## config.mk

```make
export PLATFORM = sky130hd
export DESIGN_NAME = dmem_port_arbiter
export DESIGN_NICKNAME = d
export VERILOG_FILES = /design/src/rtl/dmem_port_arbiter.sv
export SDC_FILE = /design/constraint.sdc
export NUM_CORES = 1
export LEC_CHECK = 0
export CAP_MARGIN = 0
export CORE_MARGIN = 4
export CORE_UTILIZATION = 24
export CTS_CLUSTER_SIZE = 24
export DETAILED_ROUTE_END_ITERATION = 6
export MAX_ROUTING_LAYER = met4
export PLACE_DENSITY_LB_ADDON = 0.05
export SLEW_MARGIN = 10
export SYNTH_ARGS = -nofsm -noshare
export SYNTH_HDL_FRONTEND = slang
export SYNTH_SLANG_ARGS = --single-unit
```

## constraint.sdc

```tcl
create_clock -name CLK -period 1.6 [get_ports CLK]
set_clock_uncertainty 0.05 [all_clocks]
set_input_delay 0.32 -clock CLK [delete_from_list [all_inputs] [get_ports CLK]]
set_output_delay 0.32 -clock CLK [all_outputs]
set_load 0.05 [all_outputs]
```

## src/rtl/dmem_port_arbiter.sv

```systemverilog
// -----------------------------------------------------------------------------
// dmem_port_arbiter
//
// Purpose:
//   Shares port A of the single-port data block RAM between the CPU load/store
//   path and a DMA/loader engine (for example a UART bootloader filling
//   memory). A registered ownership FSM selects the port mux. While the DMA
//   owns the port, a pending CPU request is held off with Stall. DMA bursts
//   are bounded to MAX_BURST beats while the CPU is waiting, so the CPU is
//   never starved.
//
// Ports:
//   CLK          system clock, rising edge
//   reset        asynchronous, active-high reset
//   cpu_req      CPU wants the port this cycle (decoded load/store)
//   cpu_we       CPU byte write-enables (0 = read)
//   cpu_addr     CPU word address
//   cpu_din      CPU store data
//   dma_req      DMA wants a beat
//   dma_we       DMA byte write-enables (0 = read)
//   dma_addr     DMA word address
//   dma_din      DMA write data
//   dma_gnt      DMA beat accepted this cycle (same-cycle grant)
//   dma_rvalid   RAM read data for the DMA is valid this cycle
//   mem_en       RAM port enable
//   mem_wea      RAM byte write-enables
//   mem_addr     RAM word address
//   mem_din      RAM write data
//   Stall        freeze the CPU pipeline
//   stall_cycles performance counter of cycles with Stall = 1
//
// Optional feature:
//   ARB_PERF_CNT_EN  when defined, stall_cycles is a saturating 16-bit count
//                    of stall cycles; when undefined it is tied to zero and
//                    no counter is built.
// -----------------------------------------------------------------------------
module dmem_port_arbiter #(
    parameter int ADDR_W    = 12,
    parameter int DATA_W    = 32,
    parameter int MAX_BURST = 8     // legal range 2..255
) (
    input  logic              CLK,
    input  logic              reset,
    input  logic              cpu_req,
    input  logic [3:0]        cpu_we,
    input  logic [ADDR_W-1:0] cpu_addr,
    input  logic [DATA_W-1:0] cpu_din,
    input  logic              dma_req,
    input  logic [3:0]        dma_we,
    input  logic [ADDR_W-1:0] dma_addr,
    input  logic [DATA_W-1:0] dma_din,
    output logic              dma_gnt,
    output logic              dma_rvalid,
    output logic              mem_en,
    output logic [3:0]        mem_wea,
    output logic [ADDR_W-1:0] mem_addr,
    output logic [DATA_W-1:0] mem_din,
    output logic              Stall,
    output logic [15:0]       stall_cycles
);

    typedef enum logic [1:0] {
        CPU_OWN  = 2'd0,
        DMA_OWN  = 2'd1,
        CPU_SLOT = 2'd2
    } state_t;

    // Last beat index of a bounded burst; the counter saturates here.
    localparam logic [7:0] BURST_LAST = 8'(MAX_BURST - 1);

    state_t     state_reg;
    logic [7:0] burst_cnt_reg;
    logic       dma_rvalid_reg;
    logic       dma_sel;

    // The port mux is driven straight from the registered state so the
    // grant and the stall are visible in the same cycle as the request.
    // CPU_SLOT behaves exactly like CPU_OWN on the outputs.
    assign dma_sel = (state_reg == DMA_OWN);

    always_comb begin
        if (dma_sel) begin
            mem_en   = dma_req;
            mem_wea  = dma_req ? dma_we : 4'h0;
            mem_addr = dma_addr;
            mem_din  = dma_din;
            dma_gnt  = dma_req;
            Stall    = cpu_req;
        end else begin
            mem_en   = cpu_req;
            mem_wea  = cpu_req ? cpu_we : 4'h0;
            mem_addr = cpu_addr;
            mem_din  = cpu_din;
            dma_gnt  = 1'b0;
            Stall    = 1'b0;
        end
    end

    assign dma_rvalid = dma_rvalid_reg;

    always_ff @(posedge CLK or posedge reset) begin
        if (reset) begin
            state_reg      <= CPU_OWN;
            burst_cnt_reg  <= 8'd0;
            dma_rvalid_reg <= 1'b0;
        end else begin
            // RAM read latency is one cycle, independent of who owns the
            // port in the following cycle.
            dma_rvalid_reg <= dma_gnt && (dma_we == 4'h0);

            case (state_reg)
                CPU_OWN: begin
                    // The CPU keeps this cycle even if it is also requesting;
                    // the DMA gets its first beat next cycle.
                    if (dma_req) begin
                        state_reg     <= DMA_OWN;
                        burst_cnt_reg <= 8'd0;
                    end
                end
                DMA_OWN: begin
                    if (!dma_req) begin
                        state_reg <= CPU_OWN;
                    end else begin
                        // The beat is granted this cycle either way; only a
                        // waiting CPU can end a saturated burst.
                        if (cpu_req && (burst_cnt_reg == BURST_LAST)) begin
                            state_reg <= CPU_SLOT;
                        end
                        if (burst_cnt_reg != BURST_LAST) begin
                            burst_cnt_reg <= burst_cnt_reg + 8'd1;
                        end
                    end
                end
                CPU_SLOT: begin
                    if (dma_req) begin
                        state_reg     <= DMA_OWN;
                        burst_cnt_reg <= 8'd0;
                    end else begin
                        state_reg <= CPU_OWN;
                    end
                end
                default: begin
                    state_reg <= CPU_OWN;
                end
            endcase
        end
    end

`ifdef ARB_PERF_CNT_EN
    logic [15:0] stall_cycles_reg;

    always_ff @(posedge CLK or posedge reset) begin
        if (reset) begin
            stall_cycles_reg <= 16'h0000;
        end else if (Stall && (stall_cycles_reg != 16'hFFFF)) begin
            stall_cycles_reg <= stall_cycles_reg + 16'h0001;
        end
    end

    assign stall_cycles = stall_cycles_reg;
`else
    assign stall_cycles = 16'h0000;
`endif

endmodule

```

==> results of run 1 <==
## per-layer routing
layer | vias up | wire length [um]
met5 | - | 0
met4 | 0 | 40
met3 | 6 | 544
met2 | 93 | 3505
met1 | 829 | 3111
li1 | 851 | -
## layout by cell type, fill, tap and decap left out, types with 2 or more instances in the layout
| cell type | instances |
|---|---|
| buf_12 | 29 |
| o211ai_1 | 2 |
| conb_1 | 16 |
| inv_1 | 4 |
| nand4b_1 | 2 |
| a21oi_1 | 3 |
| mux2_2 | 5 |
| nand3_1 | 3 |
| clkdlybuf4s50_1 | 97 |
| nand2_1 | 9 |
| dlygate4sd2_1 | 2 |
| clkbuf_8 | 3 |
| mux2_4 | 39 |
| buf_8 | 5 |
| or4_1 | 3 |
| nand3_2 | 2 |
| nor3_1 | 2 |
| nor4_1 | 2 |
| dfrtp_1 | 11 |
| o21ai_4 | 3 |
| buf_6 | 23 |
| buf_16 | 2 |
| o21ai_0 | 2 |
| buf_4 | 22 |
## path summary, 6_finish.rpt
check                                      start          endpoint  slack, ns  cells after the start
worst min register to register  burst_cnt_reg[7]  burst_cnt_reg[7]       0.48                      2
worst max-delay path                state_reg[1]       mem_din[26]      -0.36                      5
min in group CLK                burst_cnt_reg[7]  burst_cnt_reg[7]       0.48                      2
worst min-delay path                       reset        dma_rvalid       0.34                      2
max in group asynchronous                  reset  burst_cnt_reg[6]       0.85                      2
worst max register to register      state_reg[1]  burst_cnt_reg[7]       0.05                      4
## layout make-up
type	instances	area, um2	area share, %
Clock buffer	4	45.04	1.198
Inverter	5	18.77	0.4992
Multi-Input combinational cell	118	1182	31.45
Sequential cell	11	275.3	7.321
Tap cell	72	90.09	2.396
Timing Repair Buffer	181	2148	57.14
## through the flow
stage          hold WS [ns]  util, %  setup TNS (ns)  instance area, um2  power, mW
2_1_floorplan        0.1224        -          -4.007                1563      1.044
3_3_place_gp         0.4623    60.46          -4.481                3329      1.609
3_5_place_dp         0.4653    60.46          -5.551                3329      1.620
4_1_cts              0.3633    65.71          -15.95                3618      1.988
5_1_grt              0.3989    68.28          -18.53                3760      2.105
6_report             0.3373    68.28          -15.40                3760      2.030
## cell usage after synthesis, drive strengths merged, types with 2 or more instances
cell type | n | area share, %
or4 | 3 | 1.7
buf | 26 | 14
nor3 | 3 | 1.1
a21oi | 3 | 1.1
mux2 | 44 | 36
inv | 5 | 1.4
o21ai | 7 | 2.6
a211o | 2 | 1.4
nand4b | 2 | 1.3
dfrtp | 11 | 20
nand3 | 6 | 2.2
o211ai | 2 | 1.1
nand2 | 10 | 3.3
nor4 | 2 | 0.92
## cell families (layout without fill, tap and decap cells)
| family | after synthesis | in the layout | share of synthesized area (%) |
|---|---|---|---|
| AOI/OAI and AO/OA | 22 | 22 | 11.24 |
| adders and majority gates | 1 | 1 | 0.9215 |
| buffers and inverters | 31 | 190 | 15.02 |
| DFF | 11 | 11 | 20.28 |
| muxes | 45 | 45 | 37.23 |
| other | 1 | 16 | 0.2762 |
| and+or+nand+nor | 34 | 34 | 15.02 |
## where the power goes
part	switching [mW]	total [mW]	internal (mW)
clock	0.110	0.286	0.176
combinational	0.700	1.43	0.726
sequential	0.0210	0.318	0.297
total	0.831	2.03	1.20
## timing repair
item                                    4_1_cts  5_1_grt
pin swaps                                     1        5
gates cloned                                  2        1
setup buffers                                 5        5
resized for setup                            35       24
endpoints found under the setup margin       51       53
==> flow_summary.ini, run 1 <==
[hold_path]
hp-class = input pin to asynchronous set/reset pin

[critical_path]
cpMaxStageDelayCell = dfrtp_1
path_max_fanout = 12
cp_top_family = buffers and inverters
cpMostUsedCell = buf_12
slowest_delay_ns = 0.40
worst-setup-path-type = register to primary output
start_kind = register
crit_chain = nor2b_4 -> buf_12 -> buf_12 -> mux2_2 -> buf_6
critical_path_arrival_ns = 1.59
crit_buf_inv = 3
crit_required_ns = 1.23
endpoint_kind = primary output

[placement]
numPortBuffers = 151
post-dp-hpwl_um = 5712
gp_congestion = 0.8599
dp_slack_ns = -0.1815
dp_cells = 375

[sta]
period_minus_slack_ns = 1.957
fmax_mhz = 511.0
timing.final.crit_share_pct = 122.3
setup_violations = 49
worst_slack_ns = -0.3570
final_max_slew_viol_count = 0
rsz0062_at_grt = yes
hold_viol = 0

[yosys]
seq_area_frac_synth_pct = 20.28
synthFlopType = dfrtp_1
synth_edf_count = 0
syn_avg_cell_area_um2 = 9.362
syn_inst = 145
synth_seq_cells = 11
synth_area_um2 = 1358
ys_types = 39
synth-async-reset-ratio_pct = 100.0
ys_warn_count = 0

[route]
first_pass_iters = 4
vias_per_cell = 4.550
wl_per_cell_um = 18.42
drt_wl_total_um = 7202
vias = 1779
drc = 0
drtIter0Drc = 48
ant_nets = 0

[cells_and_area]
area_growth_pct = 177.0
nets = 421
largest_register_ffs = 8
drive_gt1_share_pct = 45.45
fillers = 443
layout.cells.non_filler = 391
n_antenna_cell = 0

[cts]
path_clk_slew_ns = 0.05
cts.sinks = 11
clock_path_buffers = 2
holdBufCountCts = 0
numCtsBuffers = 3
clockRootBuffer = clkbuf_8
insertion_delay_ns = 0.24
tritoncts = done
htree_levels = 1

[global_routing]
overflow = 0
grt_antenna_before_repair = 0
top_usage_layer = met2
grt_pass1_vias = 1796
track_usage_pct = 19.68
grt_max_degree = 13
grtUsageMet1_pct = 24.31
grt_use_met2_pct = 33.45
grtUsageMet3_pct = 5.159
grt_pass1_wl_um = 10680

[status]
outcome = finished with violations
violations = negative setup slack

[power]
p_per_area_nw_per_um2 = 539.9
vdd_ir_drop_max_mv = 0.4252
p_leak_nw = 1.710

[die]
die_width_um = 83.21
die_h_um = 83.21
fp-row-count = 27
io_pins = 168
initial_core_util_pct = 24.65
die-area_um2 = 6924
core_area_um2 = 5507

[job]
drv_cap = 0
Note: power is estimated with default switching activity, not from simulation.
==> run 2: changes to the inputs <==
--- a/config.mk
+++ b/config.mk
@@ -6,12 +6,12 @@
 export NUM_CORES = 1
 export LEC_CHECK = 0
 export CAP_MARGIN = 0
-export CORE_MARGIN = 4
 export CORE_UTILIZATION = 24
 export CTS_CLUSTER_SIZE = 24
 export DETAILED_ROUTE_END_ITERATION = 6
 export MAX_ROUTING_LAYER = met4
 export PLACE_DENSITY_LB_ADDON = 0.05
+export REMOVE_ABC_BUFFERS = 1
 export SLEW_MARGIN = 10
 export SYNTH_ARGS = -nofsm -noshare
 export SYNTH_HDL_FRONTEND = slang
==> run 2 against run 1 <==
The flow still finishes with violations (negative setup slack). Total power fell by 4.0%. Non-clock buffer count unchanged. Clock power barely moved. Cell count unchanged. Sequential cell count is the same. Final area down 5.0%. Worst setup slack improved by 0.0087 ns. Combinational power is 6% lower. Highest routed layer unchanged.
==> flow_summary.ini, run 2 (synthesis results as in run 1) <==
[status]
outcome = finished with violations
violations = negative setup slack

[global_routing]
track_usage_pct = 21.07
grt_antenna_before_repair = 0
overflow = 0
grt_max_degree = 16
grt_pass1_vias = 1909
grt_pass1_wl_um = 9487

[power]
p_per_area_nw_per_um2 = 545.6
p_leak_nw = 1.611
vdd_ir_drop_max_mv = 0.2695

[critical_path]
endpoint_kind = primary output
rr_startpoint = state_reg[1]
slowest_delay_ns = 0.40
reg2reg_depth = 4
worst-setup-path-type = register to primary output
cpMaxStageDelayCell = dfrtp_1
crit_required_ns = 1.23
critical_path_arrival_ns = 1.58
crit_chain = nor2b_4 -> buf_4 -> buf_12 -> mux2_2 -> buf_6
start_kind = register
timing.rr.end = burst_cnt_reg[7]
path_max_fanout = 15
reg2reg_slack_ns = 0.04

[cells_and_area]
drive_gt1_share_pct = 43.89
fillers = 456
multi_input_area_um2 = 1085
area_growth_pct = 163.1
layout.cells.non_filler = 391
sequential_cell_area_um2 = 275.3
final_cell_mix = clkdlybuf4s50_1 (97), mux2_4 (26), buf_8 (24)
final_common_cell = clkdlybuf4s50_1
n_antenna_cell = 0
nets = 421
largest_register_ffs = 8

[sta]
rsz0062_at_grt = yes
timing.final.crit_share_pct = 121.8
fmax_mhz = 513.3
tns_ns = -15.60
worst_slack_ns = -0.3483
hold_viol = 0
period_minus_slack_ns = 1.948
setup_violations = 50
final_max_slew_viol_count = 0

[die]
die_h_um = 77.21
fp-row-count = 27
die-area_um2 = 5961
core_area_um2 = 5473
initial_core_util_pct = 24.81
die_width_um = 77.21
io_pins = 168

[placement]
gp_congestion = 0.7852
post-dp-hpwl_um = 4691
dp_slack_ns = -0.2297
numPortBuffers = 151
dp_cells = 377

[route]
drt_wl_total_um = 6088
wl_per_cell_um = 15.57
vias = 1777
ant_nets = 0
drc = 0
first_pass_iters = 3
drtIter0Drc = 55
vias_per_cell = 4.545

[cts]
numCtsBuffers = 3
cts.sinks = 11
path_clk_slew_ns = 0.05
clock_path_buffers = 2
insertion_delay_ns = 0.24
tritoncts = done
clockRootBuffer = clkbuf_8
holdBufCountCts = 0
htree_levels = 1

[hold_path]
hp-class = input pin to asynchronous set/reset pin

[job]
drv_cap = 0
-- run 2: layout make-up --
type                       count  area share, %
timing repair buffer         181          57.62
multi-input combinational    118          30.37
sequential                    11          7.706
tap                           72          2.522
clock buffer                   4          1.261
inverter                       5         0.5254
-- run 2: timing repair --
item	4_1_cts	5_1_grt
setup endpoints to repair	51	54
endpoints found under the hold margin	0	0
pin swaps	2	1
gates resized for setup	77	39
cloned	2	1
setup buffers	6	3
-- run 2: worst max-delay path: cells and delay by family (launching register included) --
| kind | cells | cell delay [ns] |
|---|---|---|
| buf+inv | 3 | 0.43 |
| simple gates | 1 | 0.15 |
| flops | 1 | 0.40 |
| mux | 1 | 0.35 |
-- run 2: where the power goes --
group	switching [mW]	total, mW	internal, mW
logic	0.678	1.35	0.674
clock network	0.108	0.284	0.175
registers	0.0164	0.313	0.297
-- run 2: routing by layer --
metal | part of all wire [%] | global-route usage, % | wire length, um
met1 | 36 | 21.77 | 2167
met2 | 56 | 39.47 | 3402
met3 | 6.5 | 4.643 | 396
met4 | 2.0 | 6.038 | 123
met5 | 0 | - | 0
-- run 2: worst max path at each step --
stage / start / end / slack (ns) / cells after the start
3_5_place_dp: dma_req / mem_en / -0.23 / 5
2_1_floorplan: state_reg[0] / mem_wea[0] / -2.87 / 2
6_report: state_reg[1] / mem_din[8] / -0.35 / 5
3_3_place_gp: dma_req / mem_en / -0.22 / 5
5_1_grt: state_reg[1] / mem_addr[0] / -0.40 / 5
4_1_cts: state_reg[1] / mem_din[15] / -0.36 / 5
-- run 2: stage by stage --
stage	hold slack [ns]	cell area, um2	util (%)	power [mW]
global placement	0.4579	2983	54.50	1.450
detailed placement	0.4631	2983	54.50	1.455
CTS	0.3500	3420	62.48	1.891
finish	0.3307	3572	65.27	1.949
global route	0.3824	3572	65.27	2.031
floorplan	0.1224	1229	-	0.9398
==> run 3: changes to the inputs <==
--- a/config.mk
+++ b/config.mk
@@ -9,10 +9,10 @@
 export CORE_UTILIZATION = 24
 export CTS_CLUSTER_SIZE = 24
 export DETAILED_ROUTE_END_ITERATION = 6
+export GPL_ROUTABILITY_DRIVEN = 0
 export MAX_ROUTING_LAYER = met4
 export PLACE_DENSITY_LB_ADDON = 0.05
 export REMOVE_ABC_BUFFERS = 1
-export SLEW_MARGIN = 10
 export SYNTH_ARGS = -nofsm -noshare
 export SYNTH_HDL_FRONTEND = slang
 export SYNTH_SLANG_ARGS = --single-unit
==> results of run 3 <==
Same layout as run 2: the final DEF is identical, and so are final timing and power.
